**config.mk**
```make
export PLATFORM = sky130hd
export DESIGN_NAME = hw1_alu_sequencer
export DESIGN_NICKNAME = d
export VERILOG_FILES = /design/src/rtl/hw1_alu_sequencer.sv
export SDC_FILE = /design/constraint.sdc
export NUM_CORES = 1
export LEC_CHECK = 0
export ABC_AREA = 1
export CAP_MARGIN = 10
export CORE_MARGIN = 10
export CORE_UTILIZATION = 43
export DETAILED_ROUTE_END_ITERATION = 8
export GPL_ROUTABILITY_DRIVEN = 0
export HOLD_SLACK_MARGIN = 0.05
export PLACE_DENSITY_LB_ADDON = 0.12
export RECOVER_POWER = 100
export SYNTH_ARGS = -nofsm -noshare
export SYNTH_HDL_FRONTEND = slang
export SYNTH_SLANG_ARGS = --single-unit
export TNS_END_PERCENT = 10
```
**constraint.sdc**
```tcl
create_clock -name CLK -period 1.9 [get_ports CLK]
set_input_delay 0.57 -clock CLK [delete_from_list [all_inputs] [get_ports CLK]]
set_output_delay 0.57 -clock CLK [all_outputs]
set_load 0.03 [all_outputs]
```
**src/rtl/hw1_alu_sequencer.sv**
```systemverilog
// hw1_alu_sequencer: two-requester scheduler/sequencer for a shared 8-bit
// add/sub/rotate datapath. Arbitrates requests, drives the datapath through
// EXEC / ROT x N / CAPT, captures the registered result, and returns it on a
// valid/ready response channel.
// Optional build macro HW1_SEQ_STATS_EN adds STAT_CNT, a pair of saturating
// 16-bit per-requester completion counters.
//
// Response handshake: RESP_VALID rises in RESP and stays high, with RESP_DATA
// and RESP_ID frozen, until a clock edge where RESP_VALID && RESP_READY; that
// edge completes the transfer and returns the FSM to IDLE. No grant is given
// while a response is pending.

module hw1_alu_sequencer #(
    parameter int DW        = 8,
    parameter int CW        = 3,
    parameter int PRIO_MODE = 0
) (
    input  logic            CLK,
    input  logic            RST,
    input  logic [1:0]      REQ,
    input  logic [3:0]      REQ_OP,
    input  logic [2*DW-1:0] REQ_A,
    input  logic [2*DW-1:0] REQ_B,
    output logic [1:0]      GNT,
    output logic            RESP_VALID,
    input  logic            RESP_READY,
    output logic [DW-1:0]   RESP_DATA,
    output logic            RESP_ID,
    output logic            BUSY,
    output logic [DW-1:0]   DP_IN1,
    output logic [DW-1:0]   DP_IN2,
    output logic [2:0]      DP_CTRL,
    input  logic [DW-1:0]   DP_OUT
`ifdef HW1_SEQ_STATS_EN
    ,
    output logic [31:0]     STAT_CNT
`endif
);

    typedef enum logic [2:0] {
        S_IDLE = 3'd0,
        S_EXEC = 3'd1,
        S_ROT  = 3'd2,
        S_CAPT = 3'd3,
        S_RESP = 3'd4
    } state_t;

    state_t        state_q, state_d;
    logic          ptr_q;        // requester favoured on a tie (round-robin)
    logic [1:0]    op_q;         // 00 add, 01 sub, 10 rotl, 11 rotr
    logic [DW-1:0] a_q;
    logic [DW-1:0] b_q;
    logic          id_q;
    logic [CW-1:0] cnt_q, cnt_d;
    logic [DW-1:0] data_q;

    logic [1:0]    arb_gnt;
    logic          arb_id;
    logic          accept;

    // Arbiter: pick one requester from REQ (fixed priority or round-robin)
    always_comb begin
        arb_gnt = 2'b00;
        if (PRIO_MODE != 0) begin
            if (REQ[0])      arb_gnt = 2'b01;
            else if (REQ[1]) arb_gnt = 2'b10;
        end else begin
            if (REQ == 2'b11) arb_gnt = ptr_q ? 2'b10 : 2'b01;
            else              arb_gnt = REQ;
        end
    end

    assign arb_id = arb_gnt[1];
    assign accept = (state_q == S_IDLE) && (REQ != 2'b00);

    // Next-state, grant and datapath drive; everything defaults to idle values
    always_comb begin
        state_d = state_q;
        cnt_d   = cnt_q;
        GNT     = 2'b00;
        DP_CTRL = 3'b000;
        DP_IN1  = '0;
        DP_IN2  = '0;
        case (state_q)
            S_IDLE: begin
                if (REQ != 2'b00) begin
                    GNT     = arb_gnt;
                    state_d = S_EXEC;
                end
            end
            S_EXEC: begin
                DP_IN1 = a_q;
                case (op_q)
                    2'b00: begin
                        DP_CTRL = 3'b110;
                        DP_IN2  = b_q;
                    end
                    2'b01: begin
                        DP_CTRL = 3'b100;
                        DP_IN2  = b_q;
                    end
                    default: begin
                        // Rotate load step: datapath computes A + 0
                        DP_CTRL = 3'b110;
                        DP_IN2  = '0;
                    end
                endcase
                cnt_d = b_q[CW-1:0];
                if (op_q[1] && (b_q[CW-1:0] != '0)) state_d = S_ROT;
                else                                 state_d = S_CAPT;
            end
            S_ROT: begin
                // DIR=1 rotates left; rotate-left opcode is 10
                DP_CTRL = {2'b00, ~op_q[0]};
                cnt_d   = cnt_q - CW'(1);
                if (cnt_q == CW'(1)) state_d = S_CAPT;
            end
            S_CAPT: begin
                state_d = S_RESP;
            end
            S_RESP: begin
                if (RESP_READY) state_d = S_IDLE;
            end
            default: begin
                state_d = S_IDLE;
            end
        endcase
    end

    // State register, rotate counter and round-robin pointer
    always_ff @(posedge CLK or negedge RST) begin
        if (!RST) begin
            state_q <= S_IDLE;
            cnt_q   <= '0;
            ptr_q   <= 1'b0;
        end else begin
            state_q <= state_d;
            cnt_q   <= cnt_d;
            if (accept) ptr_q <= ~arb_id;
        end
    end

    // Latch the granted request's opcode, operands and owner
    always_ff @(posedge CLK or negedge RST) begin
        if (!RST) begin
            op_q <= 2'b00;
            a_q  <= '0;
            b_q  <= '0;
            id_q <= 1'b0;
        end else if (accept) begin
            op_q <= arb_id ? REQ_OP[3:2]        : REQ_OP[1:0];
            a_q  <= arb_id ? REQ_A[2*DW-1:DW]   : REQ_A[DW-1:0];
            b_q  <= arb_id ? REQ_B[2*DW-1:DW]   : REQ_B[DW-1:0];
            id_q <= arb_id;
        end
    end

    // Capture the datapath output on the edge leaving CAPT
    always_ff @(posedge CLK or negedge RST) begin
        if (!RST) begin
            data_q <= '0;
        end else if (state_q == S_CAPT) begin
            data_q <= DP_OUT;
        end
    end

    assign RESP_VALID = (state_q == S_RESP);
    assign RESP_DATA  = data_q;
    assign RESP_ID    = id_q;
    assign BUSY       = (state_q != S_IDLE);

`ifdef HW1_SEQ_STATS_EN
    logic [15:0] stat0_q;
    logic [15:0] stat1_q;

    // Saturating completion counters, bumped on each response handshake
    always_ff @(posedge CLK or negedge RST) begin
        if (!RST) begin
            stat0_q <= '0;
            stat1_q <= '0;
        end else if ((state_q == S_RESP) && RESP_READY) begin
            if (id_q) begin
                if (stat1_q != 16'hFFFF) stat1_q <= stat1_q + 16'd1;
            end else begin
                if (stat0_q != 16'hFFFF) stat0_q <= stat0_q + 16'd1;
            end
        end
    end

    assign STAT_CNT = {stat1_q, stat0_q};
`endif

endmodule

```
Word level (Yosys, flattened, before mapping)
Cells that the tools add are included.
{"block": "totals", "output_inout_bits": 32, "in_bits": 49, "register_bits": 34, "wordCells": 49}
{"block": "op_classes", "n_addsub": 1, "eq_ne": 10, "muxes": 18, "n_bitwise": 2, "reduce_logical": 10}
{"operator": "2-to-1 mux 8 bit", "count": 5}
{"operator": "case mux 3 bit (5 select lines)", "count": 1}
{"operator": "2-to-1 mux 2 bit", "count": 6}
{"operator": "case mux 3 bit (2 select lines)", "count": 2}
{"operator": "2-to-1 mux 3 bit", "count": 3}
{"operator": "== test 3 x 1 -> 1 bit, second input constant", "count": 2}
{"operator": "== test 3 x 2 -> 1 bit, second input constant", "count": 2}
{"operator": "nonzero test 3 bit", "count": 2}
{"operator": "inequality test 2 x 1 -> 1 bit, second input constant", "count": 2}
{"operator": "nonzero test 2 bit", "count": 2}
{"operator": "== test 3 bit, second input constant", "count": 1}
{"operator": "zero test 3 bit", "count": 1}
{"operator": "AND reduction 3 bit", "count": 1}
{"operator": "subtractor 3 x 1 -> 3 bit, second input constant", "count": 1}
{"operator": "== test 2 x 1 -> 1 bit, second input constant", "count": 1}
{"operator": "== test 2 bit, second input constant", "count": 1}
{"operator": "logical AND 1 bit", "count": 2}
{"operator": "zero test 2 bit", "count": 1}
{"operator": "inequality test 2 bit, second input constant", "count": 1}
{"operator": "inverter 1 bit", "count": 2}
{"operator": "OR reduction 2 bit", "count": 1}
{"operator": "2-to-1 mux 1 bit", "count": 1}

Longest topological paths before layout
Gate-level depths: netlist (run 1).
{"block": "logic_depth", "word_depth": 4, "mapped_depth": 7, "depth_no_buf": 6}

Worst setup path after synthesis (run 1)
No wires, ideal clock.
{"block": "synth_path", "path_type": "register to output", "from": "reg state_q[2]", "to": "out DP_IN2[1]", "path_stages_with_launch": 6, "path_buffers": 0, "slack_ps": -138, "required_time_ps": 1330, "arrival_time_ps": 1468, "cell_sequence": "dfrtp_1 nor2_1 nand2_2 inv_1 nand2_1 nor2_1"}
{"block": "synth_via", "elab_chain_cells": 2}
{"item": "start: declaration", "line_no": "48", "source": "state_t state_q, state_d;"}
{"item": "start signal: assignment", "line_no": "137", "source": "state_q <= state_d;"}
{"item": "== test 3 x 1 -> 1 bit", "line_no": "84", "source": "case (state_q)"}
{"item": "2-to-1 mux 8 bit", "line_no": "84"}
{"item": "end: declaration", "line_no": "31", "source": "output logic [DW-1:0] DP_IN2,"}
No other way between the ends.

Worst setup path in the final report (run 1)
{"block": "layout_path", "from": "reg state_q[2]", "to": "out DP_IN1[7]"}
{"block": "layout_via", "elab_chain_cells": 2}
{"item": "== test 3 x 1 -> 1 bit", "line_no": "84"}
{"item": "2-to-1 mux 8 bit", "line_no": "84"}
{"item": "end: declaration", "line_no": "30", "source": "output logic [DW-1:0] DP_IN1,"}
No other way between the ends.

==> reports/metrics.sh, run 1 <==
SYNTH.LIB_CELLS_USED.DISTINCT=20
DIODES=0
CLOCK_TREE_FROM_TRITONCTS='yes'
ROUTEDWLPERCELL_UM=12.7
CORE_REGION_AREA_MM2=0.00435
FMAX_GHz=0.506
SETUP_VIOLATIONS=19
POWER.IR.VDD_WORST_mV=0.742
NUMBER_OF_STANDARD_CELLS_IN_THE_FINAL_LAYOUT_EXCLUDING_FILLERS=432
CTS_HOLD_REPAIR.BUFFERS=0
MAPPEDNETLISTNETS=336
AVGSYNTHCELLAREA_UM2=6.76
CTS_MAX_PATH_BUFFERS=2
CRITPATHLAUNCHTYPE='register'
DRC=0
SYNTH.MUX.AREA_FRACTION=0
TIMING.HOLD.WORST.CLASS='in -> async'
TOTAL_GLOBAL_ROUTING_OVERFLOW=0
ROUTE.DETAILED.VIAS_PER_INST=4.56
LARGEST_NET_DEGREE_AT_THE_START_OF_GLOBAL_ROUTING=35
FILLCELLCOUNT=378
SLEW_VIOLATIONS=0
TIMING.FINAL.HOLD_VIOLATIONS=0
CTS.ROOT.BUFFER_CELL='sky130_fd_sc_hd__clkbuf_8'
VIOLATIONS='negative setup slack'
COMBINATIONAL_FAMILY_WITH_THE_MOST_AREA_AFTER_SYNTHESIS='simple AND/OR/NAND/NOR gates'
NUMBER_OF_SYNTHESIZED_REGISTER_BITS=34
NUMCLOCKSINKS=34
SYNTHSIMPLEGATEAREAFRAC=0.338
SYNTHCELLS=285
AREA_SHARE_OF_XOR_XNOR_CELLS_IN_THE_SYNTHESIZED_DESIGN=0.00455
DETAIL_ROUTE.WIRELENGTH_UM=5510
STARTING_DENSITY_OF_THE_CORE=0.442
WORST_CLOCK_SKEW_NS=0.00203
MAX_H_TREE_LEVEL=2
MIN_PERIOD_OVER_PERIOD=1.04
COUNT_OF_INPUT_AND_OUTPUT_BUFFERS=80
TIMING.CRITICAL_PATH.FANOUT_MAX=7
CELL_AREA_AFTER_SYNTHESIS_MM2=0.00193
DRV.MAX_CAP_VIOLATION_COUNT=0
GRT_USAGE=0.146
DRT_FIRST_ITER_VIOLATIONS=80
TIMING_WORST_SETUP_PATH_TYPE='reg -> out'
GRT_PASS1_WL_UM=8930
ROWS=24
CLKTRANSATPATHREGS_NS=0.07
TIMING.MAX_SLEW.REL_SLACK=0.419
TOP_LEVEL_PORTS=81
FIRST_PASS_ITERS=4
ROUTE.ANTENNA.REMAINING_NETS=0
FIN_NETS=430
LEAKAGE_nW=1.69
POST-ROUTE-WORST-SETUP-SLACK_NS=-0.0761
NUM_VIAS=1970
INITIAL_ANTENNA_VIOLATION_COUNT=0
INSERTION_DELAY_NS=0.29
LAYOUT-AREA-OVERHEAD-VS-SYNTH_PCT=60.7
FIN_UTIL=0.711
POWER.DENSITY_mW_PER_MM2=1620
DIE_WIDTH_UM=86.9
STATUS='finished with violations'
GRT_PASS1_VIAS=1964
CP.REQUIRED_NS=1.33
YOSYSSEQAREASHARE=0.442
ARRIVAL_NS=1.41
DIE_HEIGHT_UM=86.9
RSZ0062_AT_GRT='yes'
POST-DP-HPWL_UM=4070
DPL.CELL_COUNT=419
PRE_CTS_SLACK_NS=-0.328
DIE_AREA_MM2=0.00756
SHARE_OF_FINAL_LAYOUT_STANDARD_CELLS_STRONGER_THAN_DRIVE_STRENGTH_1=0.216
LAYOUT_MIN_CYCLE_TIME_NS=1.98
TIGHTEST_SLEW_NS=0.871
ADDER_AND_MAJORITY_GATE_PORTION_OF_THE_SYNTHESIZED_AREA=0.0130
CRIT_PATH_CAPTURE_TYPE='output port'
SYNTH-COMPOUND-AREA-SHARE=0.0461
NUMCTSBUFFERS=5
YOSYS_WARN_COUNT=0
## sequential cells by signal, indices dropped and copies added (netlist names)
register and flops:
RESP_DATA 8, RESP_ID 1, a_q 8, b_q 8, cnt_q 3, op_q 2, ptr_q 1, state_q 3
## cell usage after synthesis, drive strengths merged
cell,n,share of area
inv,67,0.13
nor3,2,0.0052
o21ai,12,0.031
dfrtp,34,0.44
nor2,24,0.055
a21oi,2,0.0052
ha,2,0.013
nand3,23,0.062
buf,9,0.026
nand4,1,0.0033
nand2,106,0.21
xor2,1,0.0045
a21boi,1,0.0097
or2,1,0.0033
## placed cells by master (no fill, tap or decap)
master / netlist / final
sky130_fd_sc_hd__inv_4: 0 / 2
sky130_fd_sc_hd__nand2_1: 104 / 102
sky130_fd_sc_hd__clkbuf_4: 0 / 1
sky130_fd_sc_hd__dlygate4sd2_1: 0 / 4
sky130_fd_sc_hd__buf_4: 2 / 15
sky130_fd_sc_hd__clkbuf_1: 0 / 7
sky130_fd_sc_hd__nand3_1: 22 / 22
sky130_fd_sc_hd__bufinv_16: 0 / 1
sky130_fd_sc_hd__buf_6: 0 / 18
sky130_fd_sc_hd__clkbuf_8: 0 / 5
sky130_fd_sc_hd__clkinv_2: 0 / 2
sky130_fd_sc_hd__nand2_4: 0 / 4
sky130_fd_sc_hd__nor3_1: 2 / 1
sky130_fd_sc_hd__nor2_4: 2 / 14
sky130_fd_sc_hd__o21ai_2: 0 / 1
sky130_fd_sc_hd__dfrtp_1: 34 / 31
sky130_fd_sc_hd__dfrtp_2: 0 / 3
sky130_fd_sc_hd__o21ai_0: 9 / 9
sky130_fd_sc_hd__xor2_1: 1 / 1
sky130_fd_sc_hd__inv_2: 2 / 2
sky130_fd_sc_hd__nor3_2: 0 / 1
sky130_fd_sc_hd__o21ai_1: 3 / 2
sky130_fd_sc_hd__nor2_1: 22 / 5
sky130_fd_sc_hd__or2_2: 1 / 1
sky130_fd_sc_hd__a21oi_1: 2 / 2
sky130_fd_sc_hd__nor2_2: 0 / 5
sky130_fd_sc_hd__a21boi_4: 1 / 1
sky130_fd_sc_hd__clkbuf_2: 0 / 3
sky130_fd_sc_hd__inv_1: 65 / 63
sky130_fd_sc_hd__clkdlybuf4s50_1: 0 / 46
sky130_fd_sc_hd__buf_12: 0 / 2
sky130_fd_sc_hd__nand4_1: 1 / 1
sky130_fd_sc_hd__ha_1: 2 / 2
sky130_fd_sc_hd__nand3_2: 1 / 1
## final timing paths
check | from | to | slack [ns] | cells past startpoint
worst min-delay path | RST | cnt_q[1]$_DFFE_PN0N_ | 0.38 | 1
worst min register to register | a_q[4]$_DFFE_PN0P_ | a_q[4]$_DFFE_PN0P_ | 0.48 | 2
max in group asynchronous | RST | op_q[1]$_DFFE_PN0P_ | 0.92 | 1
worst max-delay path | state_q[2]$_DFFE_PN0P_ | DP_IN1[7] | -0.08 | 5
min in group CLK | a_q[4]$_DFFE_PN0P_ | a_q[4]$_DFFE_PN0P_ | 0.48 | 2
worst max register to register | state_q[1]$_DFFE_PN0P_ | op_q[1]$_DFFE_PN0P_ | 0.10 | 9
## stage by stage
stage                     hold slack (ns)  TNS, ns  area, um2  power [mW]
final                               0.384    -1.03       3090        5.02
after global routing                0.452    -2.38       3090        5.41
after CTS                           0.381    -1.05       3100        5.07
after detailed placement            0.466    -2.48       2800        3.99
after global placement              0.462    -1.71       2800        3.93
after floorplan                     0.274  -0.0585       1940        2.98
## logic make-up after synthesis
| family | Yosys count |
|---|---|
| buffers and inverters | 76 |
| AO/OA/AOI/OAI | 15 |
| adder cells (fa/ha/maj) | 2 |
| AND/OR/NAND/NOR | 157 |
| XOR/XNOR | 1 |
| flip-flops | 34 |
## final cells by class
| cell class | count | area (um2) | share of cell area |
|---|---|---|---|
| well taps | 52 | 65.1 | 0.0210 |
| clock inverters | 3 | 40.0 | 0.0129 |
| inverters | 67 | 256 | 0.0829 |
| clock buffers | 5 | 68.8 | 0.0222 |
| flip-flops and latches | 34 | 855 | 0.276 |
| repair buffers | 96 | 900 | 0.291 |
| multi-input cells | 175 | 910 | 0.294 |
## per-layer routing
layer	track usage	routed length, um	up-vias	share of wire
met1	0.152	2180	893	0.40
met2	0.256	2850	47	0.52
li1	-	-	1021	-
met3	0.0599	393	9	0.071
met5	0	0	-	0
met4	0.0560	83	0	0.015
## power by group
| group | switching (mW) | total (mW) | leakage, nW | internal (mW) |
|---|---|---|---|---|
| Clock | 0.274 | 0.660 | 0.0579 | 0.386 |
| Sequential | 0.286 | 1.38 | 0.415 | 1.10 |
| Combinational | 1.83 | 2.98 | 1.22 | 1.15 |
## critical path, stage by stage, from the launching register on
cell                      delay, ns
sky130_fd_sc_hd__dfrtp_2       0.46
sky130_fd_sc_hd__nor2_4        0.13
sky130_fd_sc_hd__nand2_4       0.11
sky130_fd_sc_hd__buf_4         0.16
sky130_fd_sc_hd__nor2_1        0.08
sky130_fd_sc_hd__buf_4         0.17
## repair_timing
item	in CTS	in global routing
resized for setup	57	18
endpoints found under the setup margin	22	28
buffers inserted	3	2
pin swaps	4	1
(Power assumes the default switching activity.)
==> run 2: changes to the inputs <==
--- a/config.mk
+++ b/config.mk
@@ -11,2 +11,3 @@
 export CORE_UTILIZATION = 43
+export CTS_CLUSTER_SIZE = 12
 export DETAILED_ROUTE_END_ITERATION = 8
==> constraint.sdc (replaced) <==
create_clock -name CLK -period 1.9 [get_ports CLK]
set_input_delay 0.285 -clock CLK [delete_from_list [all_inputs] [get_ports CLK]]
set_output_delay 0.285 -clock CLK [all_outputs]
set_load 0.03 [all_outputs]
==> run 2 against run 1 <==
  * The run now ends clean
  * Maximum frequency is 9.5% higher
  * Register-to-register slack better by 0.27 ns
  * Flip-flop and latch count stayed put
  * Via count is 2.2% lower
  * Clock skew is 0.0021 ns higher
  * Routed wire length is 4.4% lower
  * Power is 13% lower
  * Critical path depth stayed put
  * Die area stayed put
  * Sequential share of layout area is 2.8 points higher
  * Sequential power hardly changed
  * Cell area is 9.5% lower
  * Critical path type unchanged
  * Highest routed layer unchanged
==> reports/metrics.sh, run 2 (synthesis gave the netlist of run 1 again) <==
CRIT_PATH_CELL_TRACE='nor2_4, nand2_4, buf_4, nor2_1, clkbuf_2'
TIMING_WORST_SETUP_PATH_TYPE='reg -> out'
ARRIVAL_NS=1.52
SETUP_VIOLATIONS=0
TIMING.CRITICAL_PATH.FANOUT_MAX=7
LAYOUT_COMMONEST_CELL='sky130_fd_sc_hd__nand2_1'
LARGEST_NET_DEGREE_AT_THE_START_OF_GLOBAL_ROUTING=35
MET3_WIRELENGTH_UM=456
ROUTE.DETAILED.VIAS_PER_INST=4.54
DRT_FIRST_ITER_VIOLATIONS=64
SETUP_TNS_NS=0
LAYOUT_COMMON_CELLS='sky130_fd_sc_hd__nand2_1 (104), sky130_fd_sc_hd__inv_1 (66), sky130_fd_sc_hd__clkdlybuf4s50_1 (47)'
GRT_PASS1_WL_UM=8440
WORST_CLOCK_SKEW_NS=0.00418
FIRST_PASS_ITERS=4
INSERTION_DELAY_NS=0.29
RSZ0062_AT_GRT='no'
MAX_H_TREE_LEVEL=2
GRT_USAGE=0.140
CLKTRANSATPATHREGS_NS=0.07
DIE_WIDTH_UM=86.9
TIMING.FINAL.HOLD_VIOLATIONS=0
DR_WL_MET2_UM=2630
CTS.ROOT.BUFFER_CELL='sky130_fd_sc_hd__clkbuf_8'
SLOWEST_STAGE='sky130_fd_sc_hd__dfrtp_1'
CTS_HOLD_REPAIR.BUFFERS=0
CRITPATHLAUNCHTYPE='register'
COMBINATIONALPOWERSHARE=0.561
FIN_NETS=422
CLOCK_TREE_FROM_TRITONCTS='yes'
R2R.WORST_PATH.CELLS=6
SLEW_VIOLATIONS=0
SHARE_CLK_OF_TOTAL_POWER=0.127
TOP_LEVEL_PORTS=81
ROUTEDWLPERCELL_UM=12.4
DIE_AREA_MM2=0.00756
DIODES=0
LARGEST_DELAY_CONTRIBUTOR_FAMILY_ON_THE_CRITICAL_PATH='flip-flops'
TIMING.MAX_SLEW.REL_SLACK=0.432
TIGHTEST_SLEW_NS=0.853
TIMING.HOLD.WORST.CLASS='in -> async'
TOTAL_GLOBAL_ROUTING_OVERFLOW=0
DRC=0
DRV.MAX_CAP_VIOLATION_COUNT=0
LAYOUT-AREA-OVERHEAD-VS-SYNTH_PCT=45.5
CRIT_PATH_CAPTURE_TYPE='output port'
SHARE_OF_FINAL_LAYOUT_STANDARD_CELLS_STRONGER_THAN_DRIVE_STRENGTH_1=0.118
GRT_PASS1_VIAS=1859
POWER_SWITCHING_SHARE=0.481
NUMCLOCKSINKS=34
POWER.NET_SWITCHING_mW=2.10
DETAIL_ROUTE.WIRELENGTH_UM=5270
DIE_HEIGHT_UM=86.9
FIN_WORST_HOLD_SLACK_NS=0.0896
FMAX_GHz=0.554
ROUTE.ANTENNA.REMAINING_NETS=0
CP.REQUIRED_NS=1.62
TOTALPOWERFINAL_mW=4.36
FIN_UTIL=0.643
MET1_LENGTH_UM=2090
FILLCELLCOUNT=421
POST-DP-HPWL_UM=4080
NUM_VIAS=1926
STATUS='complete, no violations'
NUMCTSBUFFERS=5
CORE_REGION_AREA_MM2=0.00435
PWR-SHARE-SEQ=0.312
LEAKAGE_nW=1.61
COUNT_OF_INPUT_AND_OUTPUT_BUFFERS=80
CRITICAL_PATH_CELL_COUNT=5
NUMBER_OF_STANDARD_CELLS_IN_THE_FINAL_LAYOUT_EXCLUDING_FILLERS=424
MAXUSEDROUTINGLAYER='met4'
STARTING_DENSITY_OF_THE_CORE=0.442
SEQ_AREA_UM2=853
CRITPATHBUFINV=2
CTS_MAX_PATH_BUFFERS=2
POWER.IR.VDD_WORST_mV=0.684
CELLINTERNALPOWER_mW=2.26
ROWS=24
POWER.DENSITY_mW_PER_MM2=1560
TIMING.CRITICAL_PATH.SLOWEST_CELL_DELAY_NS=0.46
DPL.CELL_COUNT=414
INITIAL_ANTENNA_VIOLATION_COUNT=0
MULTIINPUTGATEAREA_UM2=777
LAYOUT_MIN_CYCLE_TIME_NS=1.80
MIN_PERIOD_OVER_PERIOD=0.949
-- run 2: cell types whose count changed in the layout (fill, tap and decap cells not counted), sizes merged --
cell           previous run  this run
clkinv                    2         1
clkbuf                   16        26
dlygate4sd3               0         9
dlygate4sd2               4         3
bufinv                    1         0
buf                      35        10
clkdlybuf4s50            46        47
-- run 2: worst paths after layout --
path	start	end	slack, ns
max	state_q[1]$_DFFE_PN0P_	DP_IN2[3]	0.1
min	RST	cnt_q[2]$_DFFE_PN0N_	0.09
max reg2reg	state_q[2]$_DFFE_PN0P_	b_q[3]$_DFFE_PN0P_	0.37
min reg2reg	a_q[5]$_DFFE_PN0P_	a_q[5]$_DFFE_PN0P_	0.48
max in group asynchronous	RST	state_q[2]$_DFFE_PN0P_	1.22
min in group CLK	a_q[5]$_DFFE_PN0P_	a_q[5]$_DFFE_PN0P_	0.48
-- run 2: cell type report --
type                            instances  area share
Clock buffer                            7      0.0308
Clock inverter                          1     0.00179
Inverter                               67      0.0898
Multi-Input combinational cell        175       0.277
Sequential cell                        34       0.305
Tap cell                               52      0.0232
Timing Repair Buffer                   88       0.272
-- run 2: what timing repair did --
action	4_1_cts	5_1_grt
setup buffers	0	2
gates resized for setup	4	7
pin swaps	0	1
setup endpoints to repair	9	13
-- run 2: through the flow --
step / instance area [um2] / worst slack [ns]
2_1_floorplan: 1930 / 0.147
3_3_place_gp: 2740 / 0.176
3_5_place_dp: 2740 / 0.152
6_report: 2800 / 0.0961
5_1_grt: 2800 / 0.0110
4_1_cts: 2830 / -0.00790
-- run 2: power groups by stage --
stage	Combinational (mW)	Sequential [mW]	Clock (mW)
floorplan	1.47	1.49	0
global placement	2.53	1.34	0
detailed placement	2.56	1.36	0
CTS	2.57	1.35	0.559
global route	2.74	1.41	0.599
finish	2.45	1.36	0.555
-- run 2: per-layer routing --
layer	global-route usage	up-vias
li1	-	998
met1	0.148	871
met2	0.238	50
met3	0.0674	7
met4	0.0486	0
met5	0	-
==> RTL change 1, RTL diff (flow settings as in run 1) <==
Change the parameter `CW` from 3 to 5.
--- a/src/rtl/hw1_alu_sequencer.sv
+++ b/src/rtl/hw1_alu_sequencer.sv
@@ -13,5 +13,5 @@
 module hw1_alu_sequencer #(
     parameter int DW        = 8,
-    parameter int CW        = 3,
+    parameter int CW        = 5,
     parameter int PRIO_MODE = 0
 ) (
Formal check against the unedited RTL: not equivalent (Yosys sat finds a counterexample within 4 cycles, from zero or initial values and one cycle with RST low).
==> RTL change 1 against run 1 <==
  * The run still ends with setup timing left
  * Worst setup slack got worse by 0.016 ns
  * Design area decreased by 3.0%
  * Global-route usage decreased by 0.42 points
  * Synthesized cell count decreased by 8.4%
  * Power increased by 0.27%
  * Clock power increased by 2%
  * Wire length decreased by 0.67%
  * Sequential cell count increased by 2
  * Area after synthesis increased by 2.3%
  * Count of clock-buffer cells in the layout unchanged
  * Via count decreased by 0.66%
  * Largest cell class is now sequential cells
==> RTL change 1: results (changes against run 1) <==
Status -> finished with violations
Failing checks -> setup timing
Worst Clk Skew -> 0.00549 ns (+0.00346 ns)
Final #Nets -> 401 (-6.7%)
Final WL -> 5470 microns (-0.67%)
Compound-cell area share of the yosys netlist -> 10.2% (+5.6 points)
Post-CTS resize count -> 22 (-61%)
Placement Cell Area -> 2810 sq um (+0.58%)
Placed insts -> 394 (-6.0%)
Number of sequential cells -> 36 (+5.9%)
Mapped Cells -> 261 (-8.4%)
Worst slew margin -> 33.1% (-8.8 points)
Setup_tns -> -0.899 ns (+0.129 ns)
Layout fillers -> 401 (+6.1%)
Fraction of area in multi-input gates -> 29.3% (-0.14 points)
Via count of the first global-routing pass -> 1,911 (-2.7%)
Leak -> 0.00154 uW (-9.1%)
Postcts setup bufs -> 1 (-2)
Initial DRC Count -> 67 (-16%)
Largest delay share family, worst path -> simple AND/OR/NAND/NOR gates
Mapped Nets -> 312 (-7.1%)
Tot Pwr -> 5030 uW (+0.27%)
Non-clock buffers -> 91 (-5.2%)
Part of the power in registers -> 27.5% (about the same)
Avg WL per Cell -> 13.6 microns (+6.5%)
Worst setup margin -> -0.0921 ns (-0.0160 ns)
HPWL Detailed -> 4270 microns (+4.9%)
Crit path time final -> 1.99 ns (+0.0160 ns)
Distinct cells, synth -> 22 (+10%)
DR vias/cell -> 4.86 (+6.5%)
Final setup vio count -> 20 (+1)
Post-synthesis mux area share -> 4.57% (+4.6 points)
Share of cells above drive strength 1 -> 21.9% (+0.36 points)
NonClk Buf Share -> 29.1% (about the same)
Synthesized-area fraction occupied by xor and xnor cells -> 0% (-0.45 points)
Invs w/o clock -> 46 (-31%)
Adder-cell share of the synthesized area -> 1.27% (-0.029 points)
Multi-In Gates -> 170 (-2.9%)
Sequential share of the synthesized area -> 45.7% (+1.6 points)
DP Worst Slack -> -0.281 ns (+0.0467 ns)
CP max-delay cell -> dfrtp_1
Sequential cell area -> 902 sq um (+5.6%)
Maximum VDD drop -> 0.00124 V (+67%)
-- RTL change 1: cell count changes in the layout (fill, tap and decap cells not counted), moves of 7 or more --
| cell | delta |
|---|---|
| mux2_2 | +8 |
| nand3_1 | -11 |
| nor2_4 | -12 |
| inv_1 | -22 |
| dlymetal6s2s_1 | +7 |
| nor2_1 | +25 |
| nand2_1 | -40 |
| o22ai_1 | +9 |
-- RTL change 1: path summary, 6_finish.rpt --
path                               from      endpoint  slack, ns  cells past startpoint
max                          state_q[2]        GNT[0]      -0.09                      7
min                                 RST    state_q[2]       0.43                      1
max reg2reg                  state_q[2]        a_q[3]       0.40                      7
min reg2reg                RESP_DATA[4]  RESP_DATA[4]       0.51                      1
max in group asynchronous           RST       op_q[1]       0.43                      2
min in group CLK           RESP_DATA[4]  RESP_DATA[4]       0.51                      1
-- RTL change 1: metal layers --
metal	vias to the layer above	global-route usage, %	wire length [microns]
met5	-	0	0
met4	0	4.78	53
met3	5	4.64	429
met2	53	24.1	2830
met1	916	16.5	2150
li1	983	-	-
==> RTL change 2, RTL diff (flow settings as in run 1) <==
Without the edit above. The 5 states of `state_t` get a Gray code encoding in 3 bits.
--- a/src/rtl/hw1_alu_sequencer.sv
+++ b/src/rtl/hw1_alu_sequencer.sv
@@ -39,9 +39,9 @@
 
     typedef enum logic [2:0] {
-        S_IDLE = 3'd0,
-        S_EXEC = 3'd1,
-        S_ROT  = 3'd2,
-        S_CAPT = 3'd3,
-        S_RESP = 3'd4
+        S_IDLE = 3'b000,
+        S_EXEC = 3'b001,
+        S_ROT  = 3'b011,
+        S_CAPT = 3'b010,
+        S_RESP = 3'b110
     } state_t;
 
Formal check against the unedited RTL: no difference found for any inputs over 10 cycles, from zero or initial values and one cycle with RST low; not proved beyond that.
==> RTL change 2 against run 1 <==
  * The flow still finishes with violations (setup timing)
  * Wire length rose by 3.3%
  * Register-to-register slack improved by 0.33 ns
  * Design area is 5.0% higher
  * Synthesized cell count decreased by 12%
  * Worst setup slack gained 0.016 ns
  * Via count is 4.6% lower
  * Sequential power decreased by 7%
  * Power decreased by 4.7%
  * Sequential cell count is the same
  * Clock power down 16%
  * Cell count fell by 6.0%
  * Utilization is 4.6 points higher
  * Die area fell by 1.7%
  * Area after synthesis is 2.1% lower
  * Largest cell class is now buffers
==> RTL change 2: results (changes against run 1) <==
GR Util All Layers -> 14.5% (-0.20 points)
Worst-path fanout max -> 5 (-2)
Worst endpoint data arrival time -> 1.39 ns (-0.02 ns)
Final WL -> 5690 microns (+3.3%)
Via count of the first global-routing pass -> 1,869 (-4.8%)
CP max-delay cell -> dfrtp_1
Distinct cells, synth -> 25 (+25%)
Final setup vio count -> 21 (+2)
Failing checks -> setup timing
Worst setup margin -> -0.0600 ns (+0.0161 ns)
Mapped Nets -> 302 (-10%)
Leak -> 0.00167 uW (-1.4%)
CP max stage delay -> 0.42 ns (-0.04 ns)
Worst-Margin Slew -> 0.714 ns (-0.157 ns)
Final #Nets -> 404 (-6.0%)
Largest net degree at the start of global routing -> 37 (+5.7%)
RR Startpoint -> state_q[0]
Worst Clk Skew -> 0.00195 ns (-0.0000850 ns)
Adder-cell share of the synthesized area -> 1.33% (+0.028 points)
Synthesized-area fraction occupied by xor and xnor cells -> 0% (-0.45 points)
HPWL Detailed -> 3850 microns (-5.3%)
Setup_tns -> -0.674 ns (+0.354 ns)
R2r worst-path depth -> 6 (-3)
First drt pass iteration count -> 4 (unchanged)
Most frequent cells after synthesis -> nand2_1, inv_1, nor2_1
Status -> finished with violations
Sequential share of the synthesized area -> 45.2% (+0.97 points)
Initial DRC Count -> 88 (+10%)
Maximum VDD drop -> 0.000686 V (-7.5%)
DR vias/cell -> 4.63 (+1.5%)
Share of cells above drive strength 1 -> 29.9% (+8.4 points)
Syn Area/Cell -> 7.51 sq um (+11%)
Layout fillers -> 327 (-13%)
Worst reg2reg endpoint -> a_q[6]
[RTL change 2: changes by cell type after synthesis, sizes merged, moves of 6 or more]
| cell | run 1 | this run |
|---|---|---|
| o22ai | 0 | 12 |
| o211ai | 0 | 6 |
| nor2 | 24 | 38 |
| nand3 | 23 | 6 |
| nand2 | 106 | 76 |
| inv | 67 | 49 |
[RTL change 2: worst max-delay path by stage]
stage | start | endpoint | slack, ns | cells past startpoint
2_1_floorplan | state_q[2] | DP_IN2[0] | -0.09 | 5
3_3_place_gp | REQ[1] | GNT[0] | -0.29 | 6
3_5_place_dp | REQ[1] | GNT[0] | -0.29 | 6
4_1_cts | state_q[0] | DP_IN1[5] | -0.08 | 6
5_1_grt | state_q[1] | DP_IN2[2] | -0.12 | 6
6_report | state_q[1] | DP_IN2[2] | -0.06 | 6
[RTL change 2: logic make-up (layout without fill, tap and decap cells)]
family          count (synthesis)  count (layout)
fa+ha+maj                       2               2
compound gates                 36              36
flops                          34              34
simple gates                  121             121
buf+inv                        58             161
[RTL change 2: final cells by class]
class,count,area share [%]
sequential,34,26.3
clock buffer,7,2.66
tap,52,2.00
clock inverter,1,0.154
inverter,49,5.86
timing repair buffer,104,32.1
multi-input combinational,159,30.9
[RTL change 2: per-stage QoR]
step                      cells  cell area [sq um]  power (uW)  setup slack [ns]
after floorplan             251               1900        2820           -0.0928
after global placement      386               2730        3540            -0.289
after detailed placement    386               2730        3590            -0.294
after CTS                   401               3100        4540           -0.0803
after global routing        406               3250        5130            -0.118
final                       406               3250        4780           -0.0600
[RTL change 2: worst register-to-register path: cells and delay by family (launching register included)]
family / cells / cell delay (ns)
flip-flops: 1 / 0.44
AND/OR/NAND/NOR: 4 / 0.50
AO/OA/AOI/OAI: 1 / 0.11
buffers and inverters: 1 / 0.35
[RTL change 2: power by group]
part | switching (uW) | leakage, uW | internal [uW]
Clock | 264 | 0.0000482 | 292
Sequential | 195 | 0.000412 | 1090
Combinational | 1720 | 0.00121 | 1220
[RTL change 2: timing repair]
action                                  4_1_cts  5_1_grt
gates cloned                                  0        0
resized for setup                            68       35
pin swaps                                     8        9
setup buffers                                 7        5
endpoints found under the setup margin       21       31
hold buffers                                  0        0
[RTL change 2: routing by layer]
metal  vias to the layer above  wire length (microns)  share of wire, %  global-route usage (%)
met3                         6                    465               8.2                    6.66
met2                        52                   3010                53                    24.9
met5                         -                      0                 0                       0
met1                       852                   2160                38                    15.7
met4                         0                     57               1.0                    3.53
li1                        970                      -                 -                       -
